**config.mk**
```make
export PLATFORM = sky130hd
export DESIGN_NAME = ex_md_stage
export DESIGN_NICKNAME = d
export VERILOG_FILES = /design/src/rtl/cpu_pkg.sv /design/src/rtl/ex_md_stage_md_unit.sv /design/src/rtl/ex_md_stage.sv
export SDC_FILE = /design/constraint.sdc
export NUM_CORES = 1
export LEC_CHECK = 0
export ABC_AREA = 1
export CAP_MARGIN = 10
export CORE_UTILIZATION = 45
export CTS_CLUSTER_SIZE = 8
export DETAILED_ROUTE_END_ITERATION = 8
export PLACE_DENSITY = 0.65
export SYNTH_ARGS = -nofsm -noshare
export SYNTH_HDL_FRONTEND = slang
export SYNTH_SLANG_ARGS = --single-unit
```
**constraint.sdc**
```tcl
create_clock -name clk -period 8.5 [get_ports clk]
set_input_delay 1.275 -clock clk [delete_from_list [all_inputs] [get_ports clk]]
set_output_delay 1.275 -clock clk [all_outputs]
set_load 0.02 [all_outputs]
```
**src/rtl/cpu_pkg.sv**
```systemverilog
// Shared encodings for the execute stage: ALU op codes, forwarding selects and
// the multiply/divide FSM state.
package cpu_pkg;

   typedef enum logic [3:0] {
      ALU_ADD  = 4'd0,
      ALU_SUB  = 4'd1,
      ALU_AND  = 4'd2,
      ALU_OR   = 4'd3,
      ALU_XOR  = 4'd4,
      ALU_NOR  = 4'd5,
      ALU_SLT  = 4'd6,
      ALU_SLTU = 4'd7,
      ALU_SLL  = 4'd8,
      ALU_SRL  = 4'd9,
      ALU_SRA  = 4'd10,
      ALU_LUI  = 4'd11,
      ALU_MULT = 4'd12,
      ALU_MULTU = 4'd13,
      ALU_DIV  = 4'd14,
      ALU_DIVU = 4'd15
   } alu_ctr_e;

   localparam logic [1:0] FWD_RF  = 2'd0;
   localparam logic [1:0] FWD_MEM = 2'd1;
   localparam logic [1:0] FWD_WB  = 2'd2;

   typedef enum logic {
      MD_IDLE = 1'b0,
      MD_RUN  = 1'b1
   } md_state_e;

   // Codes 12..15 are the multiply/divide group.
   function automatic logic is_md_op(input logic [3:0] code);
      return code[3] & code[2];
   endfunction

endpackage

```
**src/rtl/ex_md_stage_md_unit.sv**
```systemverilog
// Iterative multiply/divide unit: one shift-add or restoring shift-subtract
// step per cycle on operand magnitudes, sign fix-up on the last step.
module md_unit
   import cpu_pkg::*;
#(
   parameter int XLEN    = 32,
   parameter int MD_ITER = 32
) (
   input  logic            clk,
   input  logic            rst_n,
   input  logic            start_i,
   input  logic [1:0]      op_i,
   input  logic [XLEN-1:0] a_i,
   input  logic [XLEN-1:0] b_i,
   output logic [XLEN-1:0] hi_o,
   output logic [XLEN-1:0] lo_o,
   output logic            busy_o
);

   localparam int CW = $clog2(MD_ITER);

   md_state_e         state_q, state_d;
   logic [CW-1:0]     count_q, count_d;
   logic [2*XLEN-1:0] acc_q, acc_d;
   logic [XLEN-1:0]   opnd_q, opnd_d;
   logic [XLEN-1:0]   dvd_q, dvd_d;
   logic              is_div_q, is_div_d;
   logic              neg_a_q, neg_a_d;
   logic              neg_b_q, neg_b_d;
   logic [XLEN-1:0]   hi_q, hi_d;
   logic [XLEN-1:0]   lo_q, lo_d;

   logic              neg_a, neg_b;
   logic [XLEN-1:0]   mag_a, mag_b;
   logic [XLEN:0]     mul_sum, div_shift, div_diff;
   logic [2*XLEN-1:0] mul_next, div_next, step, prod_fix;
   logic [XLEN-1:0]   quo, rem;

   always_comb begin
      // op_i[0] clear selects the signed flavour (MULT, DIV)
      neg_a = ~op_i[0] & a_i[XLEN-1];
      neg_b = ~op_i[0] & b_i[XLEN-1];
      mag_a = neg_a ? -a_i : a_i;
      mag_b = neg_b ? -b_i : b_i;

      // acc holds {partial product, remaining multiplier} or {remainder, quotient}
      mul_sum   = {1'b0, acc_q[2*XLEN-1:XLEN]} + {1'b0, (acc_q[0] ? opnd_q : {XLEN{1'b0}})};
      mul_next  = {mul_sum, acc_q[XLEN-1:1]};
      div_shift = acc_q[2*XLEN-1:XLEN-1];
      div_diff  = div_shift - {1'b0, opnd_q};
      div_next  = div_diff[XLEN] ? {div_shift[XLEN-1:0], acc_q[XLEN-2:0], 1'b0}
                                 : {div_diff[XLEN-1:0], acc_q[XLEN-2:0], 1'b1};
      step      = is_div_q ? div_next : mul_next;

      prod_fix  = (neg_a_q ^ neg_b_q) ? -step : step;
      quo       = step[XLEN-1:0];
      rem       = step[2*XLEN-1:XLEN];
   end

   always_comb begin
      state_d  = state_q;
      count_d  = count_q;
      acc_d    = acc_q;
      opnd_d   = opnd_q;
      dvd_d    = dvd_q;
      is_div_d = is_div_q;
      neg_a_d  = neg_a_q;
      neg_b_d  = neg_b_q;
      hi_d     = hi_q;
      lo_d     = lo_q;
      case (state_q)
         MD_IDLE: begin
            if (start_i) begin
               state_d  = MD_RUN;
               count_d  = '0;
               is_div_d = op_i[1];
               neg_a_d  = neg_a;
               neg_b_d  = neg_b;
               dvd_d    = a_i;
               acc_d    = op_i[1] ? {{XLEN{1'b0}}, mag_a} : {{XLEN{1'b0}}, mag_b};
               opnd_d   = op_i[1] ? mag_b : mag_a;
            end
         end
         MD_RUN: begin
            acc_d   = step;
            count_d = count_q + 1'b1;
            if (count_q == CW'(MD_ITER - 1)) begin
               state_d = MD_IDLE;
               count_d = '0;
               if (!is_div_q) begin
                  hi_d = prod_fix[2*XLEN-1:XLEN];
                  lo_d = prod_fix[XLEN-1:0];
               end else if (opnd_q == '0) begin
                  hi_d = dvd_q;
                  lo_d = {XLEN{1'b1}};
               end else begin
                  // remainder follows the dividend's sign
                  lo_d = (neg_a_q ^ neg_b_q) ? -quo : quo;
                  hi_d = neg_a_q ? -rem : rem;
               end
            end
         end
         default: state_d = MD_IDLE;
      endcase
   end

   always_ff @(posedge clk or negedge rst_n) begin
      if (!rst_n) begin
         state_q  <= MD_IDLE;
         count_q  <= '0;
         acc_q    <= '0;
         opnd_q   <= '0;
         dvd_q    <= '0;
         is_div_q <= 1'b0;
         neg_a_q  <= 1'b0;
         neg_b_q  <= 1'b0;
         hi_q     <= '0;
         lo_q     <= '0;
      end else begin
         state_q  <= state_d;
         count_q  <= count_d;
         acc_q    <= acc_d;
         opnd_q   <= opnd_d;
         dvd_q    <= dvd_d;
         is_div_q <= is_div_d;
         neg_a_q  <= neg_a_d;
         neg_b_q  <= neg_b_d;
         hi_q     <= hi_d;
         lo_q     <= lo_d;
      end
   end

   assign hi_o   = hi_q;
   assign lo_o   = lo_q;
   assign busy_o = (state_q == MD_RUN);

endmodule

```
**src/rtl/ex_md_stage.sv**
```systemverilog
// Execute stage: operand forwarding, single-cycle ALU and the iterative
// multiply/divide unit with its busy stall back to the front end.
module ex_md_stage
   import cpu_pkg::*;
#(
   parameter int XLEN    = 32,
   parameter int MD_ITER = 32
) (
   input  logic            clk,
   input  logic            rst_n,
   input  logic            valid_E,
   input  logic [3:0]      ALUctr_E,
   input  logic            ALUSrc_E,
   input  logic            ExtOp_E,
   input  logic [4:0]      shamt_E,
   input  logic [15:0]     imm16_E,
   input  logic [XLEN-1:0] rs_data_E,
   input  logic [XLEN-1:0] rt_data_E,
   input  logic [1:0]      fwd_a_sel,
   input  logic [1:0]      fwd_b_sel,
   input  logic [XLEN-1:0] fwd_mem_data,
   input  logic [XLEN-1:0] fwd_wb_data,
   input  logic            hilo_rd_E,
   output logic [XLEN-1:0] alu_result_o,
   output logic [XLEN-1:0] rt_fwd_o,
   output logic [XLEN-1:0] hi_o,
   output logic [XLEN-1:0] lo_o,
   output logic            md_busy_o,
   output logic            stall_o
);

   logic [XLEN-1:0] op_a, rt_fwd, imm_ext, op_b;
   logic            is_md, md_start;
   alu_ctr_e        ctr;

   assign ctr = alu_ctr_e'(ALUctr_E);

   always_comb begin
      case (fwd_a_sel)
         FWD_MEM: op_a = fwd_mem_data;
         FWD_WB:  op_a = fwd_wb_data;
         default: op_a = rs_data_E;
      endcase
      case (fwd_b_sel)
         FWD_MEM: rt_fwd = fwd_mem_data;
         FWD_WB:  rt_fwd = fwd_wb_data;
         default: rt_fwd = rt_data_E;
      endcase
      imm_ext = ExtOp_E ? {{(XLEN-16){imm16_E[15]}}, imm16_E}
                        : {{(XLEN-16){1'b0}}, imm16_E};
      op_b    = ALUSrc_E ? imm_ext : rt_fwd;
   end

   always_comb begin
      alu_result_o = '0;
      case (ctr)
         ALU_ADD:  alu_result_o = op_a + op_b;
         ALU_SUB:  alu_result_o = op_a - op_b;
         ALU_AND:  alu_result_o = op_a & op_b;
         ALU_OR:   alu_result_o = op_a | op_b;
         ALU_XOR:  alu_result_o = op_a ^ op_b;
         ALU_NOR:  alu_result_o = ~(op_a | op_b);
         ALU_SLT:  alu_result_o = {{(XLEN-1){1'b0}}, ($signed(op_a) < $signed(op_b))};
         ALU_SLTU: alu_result_o = {{(XLEN-1){1'b0}}, (op_a < op_b)};
         ALU_SLL:  alu_result_o = op_b << shamt_E;
         ALU_SRL:  alu_result_o = op_b >> shamt_E;
         ALU_SRA:  alu_result_o = $signed(op_b) >>> shamt_E;
         ALU_LUI:  alu_result_o = {imm16_E, {(XLEN-16){1'b0}}};
         default:  alu_result_o = '0;
      endcase
   end

   assign rt_fwd_o = rt_fwd;
   assign is_md    = is_md_op(ALUctr_E);
   // only MD ops and HI/LO reads care about the unit; everything else flows past
   assign stall_o  = md_busy_o & valid_E & (is_md | hilo_rd_E);
   assign md_start = valid_E & is_md & ~stall_o & ~md_busy_o;

   md_unit #(
      .XLEN    (XLEN),
      .MD_ITER (MD_ITER)
   ) u_md (
      .clk     (clk),
      .rst_n   (rst_n),
      .start_i (md_start),
      .op_i    (ALUctr_E[1:0]),
      .a_i     (op_a),
      .b_i     (op_b),
      .hi_o    (hi_o),
      .lo_o    (lo_o),
      .busy_o  (md_busy_o)
   );

endmodule

```
==> load_flow_metrics.sql <==
INSERT INTO impl_metrics (metric_group, metric, value, unit) VALUES
('setup_path', 'start_kind', 'input pin', ''),
('setup_path', 'cpMaxStageDelayCell', 'o21ai_0', ''),
('timing', 'finalCriticalPeriod', '8.242', 'ns'),
('cts', 'root_buffer', 'clkbuf_16', ''),
('timing', 'timing.max_slew.rel_slack', '13.86', '%'),
('timing', 'final_critical_path_setup_slack', '0.2577', 'ns'),
('yosys', 'yosys_warnings', '0', ''),
('floorplanning', 'rows', '93', ''),
('placement', 'place.port_buffers', '292', ''),
('yosys', 'syn_avg_cell_area', '5.708', 'um2'),
('grt', 'global_route.usage.total', '45.79', '%'),
('detailed_routing', 'vias_per_cell', '6.049', ''),
('floorplanning', 'floorplan.core_area', '64580', 'um2'),
('grt', 'first_global_vias', '35140', ''),
('floorplanning', 'design.portCount', '293', ''),
('setup_path', 'worst_path_dominant_cell_family', 'buffers and inverters', ''),
('floorplanning', 'design.die.area', '66610', 'um2'),
('timing', 'timing.final.max_slew_violations', '0', ''),
('detailed_routing', 'avgRoutedWirePerCell', '25.15', 'um'),
('placement', 'preCtsSetupSlack', '0.1974', 'ns'),
('setup_path', 'cp_data_arrival_time', '6.97', 'ns'),
('setup_path', 'criticalPathCategory', 'in2out', ''),
('floorplanning', 'die_height', '258.1', 'um'),
('cts', 'cts-buffers-inserted', '29', ''),
('setup_path', 'worstPathCellList', 'clkdlybuf4s50_1, inv_1, ha_2, inv_1, buf_12, o21ai_0, inv_1, ha_1, nor2_1, inv_1, nor4_1, nand3_1, nand3_1, nand3_1, o211ai_1, nand3_1, nand2_1, a21oi_1, o21ai_0, o2111ai_1, buf_4, clkdlybuf4s50_1', ''),
('grt', 'grt_start_max_net_pins', '85', ''),
('setup_path', 'endpoint_kind', 'primary output', ''),
('setup_path', 'timing.reg2reg.setup_slack', '2.66', 'ns'),
('timing', 'worst_pin_slew', '1.292', 'ns'),
('power', 'worst_ir_drop_vdd', '0.0002269', 'V'),
('yosys', 'synth.cell_area', '29510', 'um2'),
('floorplanning', 'initial_utilization', '45.70', '%'),
('timing', 'timing.setup.tns', '0', 'ns'),
('yosys', 'synth_compound_gate_area_share', '22.54', '%'),
('cts', 'clk_pin_slew', '0.05', 'ns'),
('yosys', 'synthFlopType', 'dfrtp_1', ''),
('detailed_routing', 'drt-pass1-iter-count', '7', ''),
('timing', 'worst_clock_skew', '0.03743', 'ns'),
('yosys', 'synth_top_family_by_area', 'simple AND/OR/NAND/NOR gates', ''),
('finish', 'final_core_utilization', '53.11', '%'),
('setup_path', 'critical_path.max_stage_delay', '0.84', 'ns'),
('yosys', 'gate_count_after_technology_mapping', '5170', ''),
('run_status', 'status', 'finished, final reports clean', ''),
('yosys', 'synth_async_sr_flop_share', '100.0', '%'),
('finish', 'area_growth_syn_to_fin', '16.22', '%'),
('grt', 'grt_first_pass_wirelength', '228.0', 'mm'),
('cts', 'cts.htree.levels', '1', ''),
('detailed_routing', 'total_via_count_in_the_routed_design', '37840', ''),
('grt', 'antenna_found_initial', '4', ''),
('cts', 'clkSinkCount', '201', ''),
('yosys', 'synth_fp_nets', '5514', ''),
('yosys', 'synthXorXnorAreaFrac', '2.879', '%'),
('timing', 'grt_setup_unrepaired', 'no', ''),
('setup_path', 'crit_required', '7.22', 'ns'),
('timing', 'timing.fmax', '0.1213', 'GHz'),
('cts', 'clock_insertion_delay_worst_skew', '0.59', 'ns'),
('finish', 'layout-drive-gt1-share', '5.557', '%'),
('run', 'cap_violations', '0', ''),
('timing', 'post-route-period-util', '96.97', '%'),
('yosys', 'synth_edf_count', '0', ''),
('yosys', 'synth_mux_area_share', '0.3053', '%'),
('placement', 'place_congestion', '1.109', ''),
('yosys', 'synth.lib_cells_used.distinct', '67', ''),
('power', 'power.leakage', '17.18', 'nW'),
('detailed_routing', 'antenna_left', '0', ''),
('timing', 'timing.final.setup_violations', '0', ''),
('grt', 'global_route.overflow_total', '0', ''),
('power', 'report.power.total', '12.50', 'mW'),
('cts', 'clock_path_buffers', '3', ''),
('placement', 'dp_hpwl', '127.5', 'mm'),
('power', 'powerDensity', '364.4', 'nW/um2');
## cells in the final DEF, fill, tap and decap left out, drive strengths merged, types with 6 or more instances in the layout
| cell type | synthesis | final |
|---|---|---|
| nor4 | 18 | 18 |
| nand3b | 19 | 19 |
| o22ai | 73 | 73 |
| nor2 | 496 | 496 |
| o21bai | 21 | 21 |
| xnor2 | 17 | 17 |
| inv | 667 | 667 |
| nand3 | 373 | 373 |
| a31oi | 45 | 45 |
| a22oi | 7 | 7 |
| o21a | 20 | 20 |
| xor2 | 80 | 80 |
| dfrtp | 201 | 201 |
| o221ai | 53 | 53 |
| o2111ai | 22 | 22 |
| a221oi | 17 | 17 |
| nand2 | 1655 | 1655 |
| a22o | 18 | 18 |
| or2 | 23 | 23 |
| nand4 | 48 | 48 |
| a211oi | 12 | 12 |
| buf | 73 | 134 |
| o21ai | 454 | 454 |
| clkinv | 6 | 9 |
| mux2i | 9 | 9 |
| o211ai | 55 | 55 |
| clkbuf | 156 | 33 |
| a21oi | 276 | 276 |
| clkdlybuf4s50 | 0 | 288 |
| nor3 | 27 | 27 |
| ha | 177 | 177 |
| a221o | 6 | 6 |
## kinds of logic after synthesis
group,after synthesis
xor+xnor,97
flops,201
buf+inv,902
mux,9
simple gates,2664
fa+ha+maj,181
compound gates,1116
## sequential cells by signal (all words and copies together) (netlist names)
| name | count |
|---|---|
| u_md.busy_o | 1 |
| u_md.neg_a_q | 1 |
| u_md.dvd_q | 32 |
| u_md.lo_o | 32 |
| u_md.acc_q | 64 |
| u_md.hi_o | 32 |
| u_md.is_div_q | 1 |
| u_md.count_q | 5 |
| u_md.opnd_q | 32 |
| u_md.neg_b_q | 1 |
## final timing paths
path / startpoint / endpoint / cells past startpoint
max in group asynchronous: rst_n / u_md.lo_o[18]$_DFFE_PN0P_ / 2
worst min-delay path: u_md.hi_o[18]$_DFFE_PN0P_ / u_md.hi_o[18]$_DFFE_PN0P_ / 2
worst max-delay path: fwd_a_sel[0] / alu_result_o[30] / 22
min in group asynchronous: rst_n / u_md.acc_q[60]$_DFFE_PN0P_ / 1
worst min register to register: u_md.hi_o[18]$_DFFE_PN0P_ / u_md.hi_o[18]$_DFFE_PN0P_ / 2
worst max register to register: u_md.opnd_q[0]$_DFFE_PN0P_ / u_md.hi_o[16]$_DFFE_PN0P_ / 30
## cells in the mapped netlist, types with 9 or more instances
cell type / n / area share (%)
o211ai_1: 55 / 1.4
inv_1: 654 / 8.3
nand3b_1: 19 / 0.48
buf_1: 30 / 0.38
xor2_1: 80 / 2.4
o21ai_1: 34 / 0.58
buf_2: 28 / 0.47
a31oi_1: 45 / 0.95
nor3_1: 27 / 0.46
clkbuf_1: 156 / 2.0
o22ai_1: 73 / 1.5
inv_2: 13 / 0.17
nand2_1: 1612 / 21
mux2i_1: 9 / 0.31
xnor2_1: 17 / 0.50
a221oi_1: 17 / 0.50
a21oi_1: 274 / 4.6
o21bai_1: 21 / 0.53
dfrtp_1: 201 / 17
o21a_1: 20 / 0.51
a211oi_1: 12 / 0.31
ha_1: 177 / 7.5
nor2_2: 19 / 0.40
o21ai_2: 9 / 0.27
o2111ai_1: 22 / 0.65
nand3_1: 366 / 6.2
nor2_1: 471 / 6.0
o221ai_1: 53 / 1.6
nand2_2: 38 / 0.81
nand4_1: 47 / 1.0
o21ai_0: 410 / 7.0
a22o_1: 18 / 0.53
nor4_1: 17 / 0.36
or2_2: 22 / 0.47
## what timing repair did
action                     CTS  global route
gates resized for setup      0             5
setup endpoints to repair    0             2
buffers inserted             0             0
## per-stage QoR
stage | cells | area (um2) | hold WS (ns)
floorplan | 5170 | 29510 | 0.4479
global placement | 6218 | 33510 | 0.4612
detailed placement | 6218 | 33510 | 0.4667
CTS | 6252 | 34270 | 0.4813
global route | 6255 | 34300 | 0.4922
finish | 6255 | 34300 | 0.4778
## layer usage
layer	routed length, um	global-route usage (%)	part of all wire (%)
met5	42	0	0.027
met3	13670	7.528	8.7
met4	15840	38.84	10
met2	69780	73.39	44
met1	58000	53.49	37
## where the power goes
part           switching [mW]  internal (mW)  total [mW]
sequential              0.385           1.27        1.65
combinational            7.03           2.77        9.80
clock                   0.440          0.602        1.04
total                    7.86           4.64        12.5
## area by class of cell
type	instances	area (um2)	area share [%]
Antenna cell	1	2.502	0.007296
Clock buffer	31	733.2	2.138
Clock inverter	3	30.03	0.08756
Inverter	673	2526	7.366
Multi-Input combinational cell	4067	20990	61.19
Sequential cell	201	5034	14.68
Tap cell	855	1070	3.119
Timing Repair Buffer	424	3915	11.42
## worst reg2reg max path: cells and delay by family, from the launching register on
family / cells / cell delay (ns)
compound gates: 4 / 0.99
fa+ha+maj: 3 / 0.88
buf+inv: 2 / 0.17
flops: 1 / 0.43
simple gates: 21 / 3.34
(Power assumes the default switching activity.)
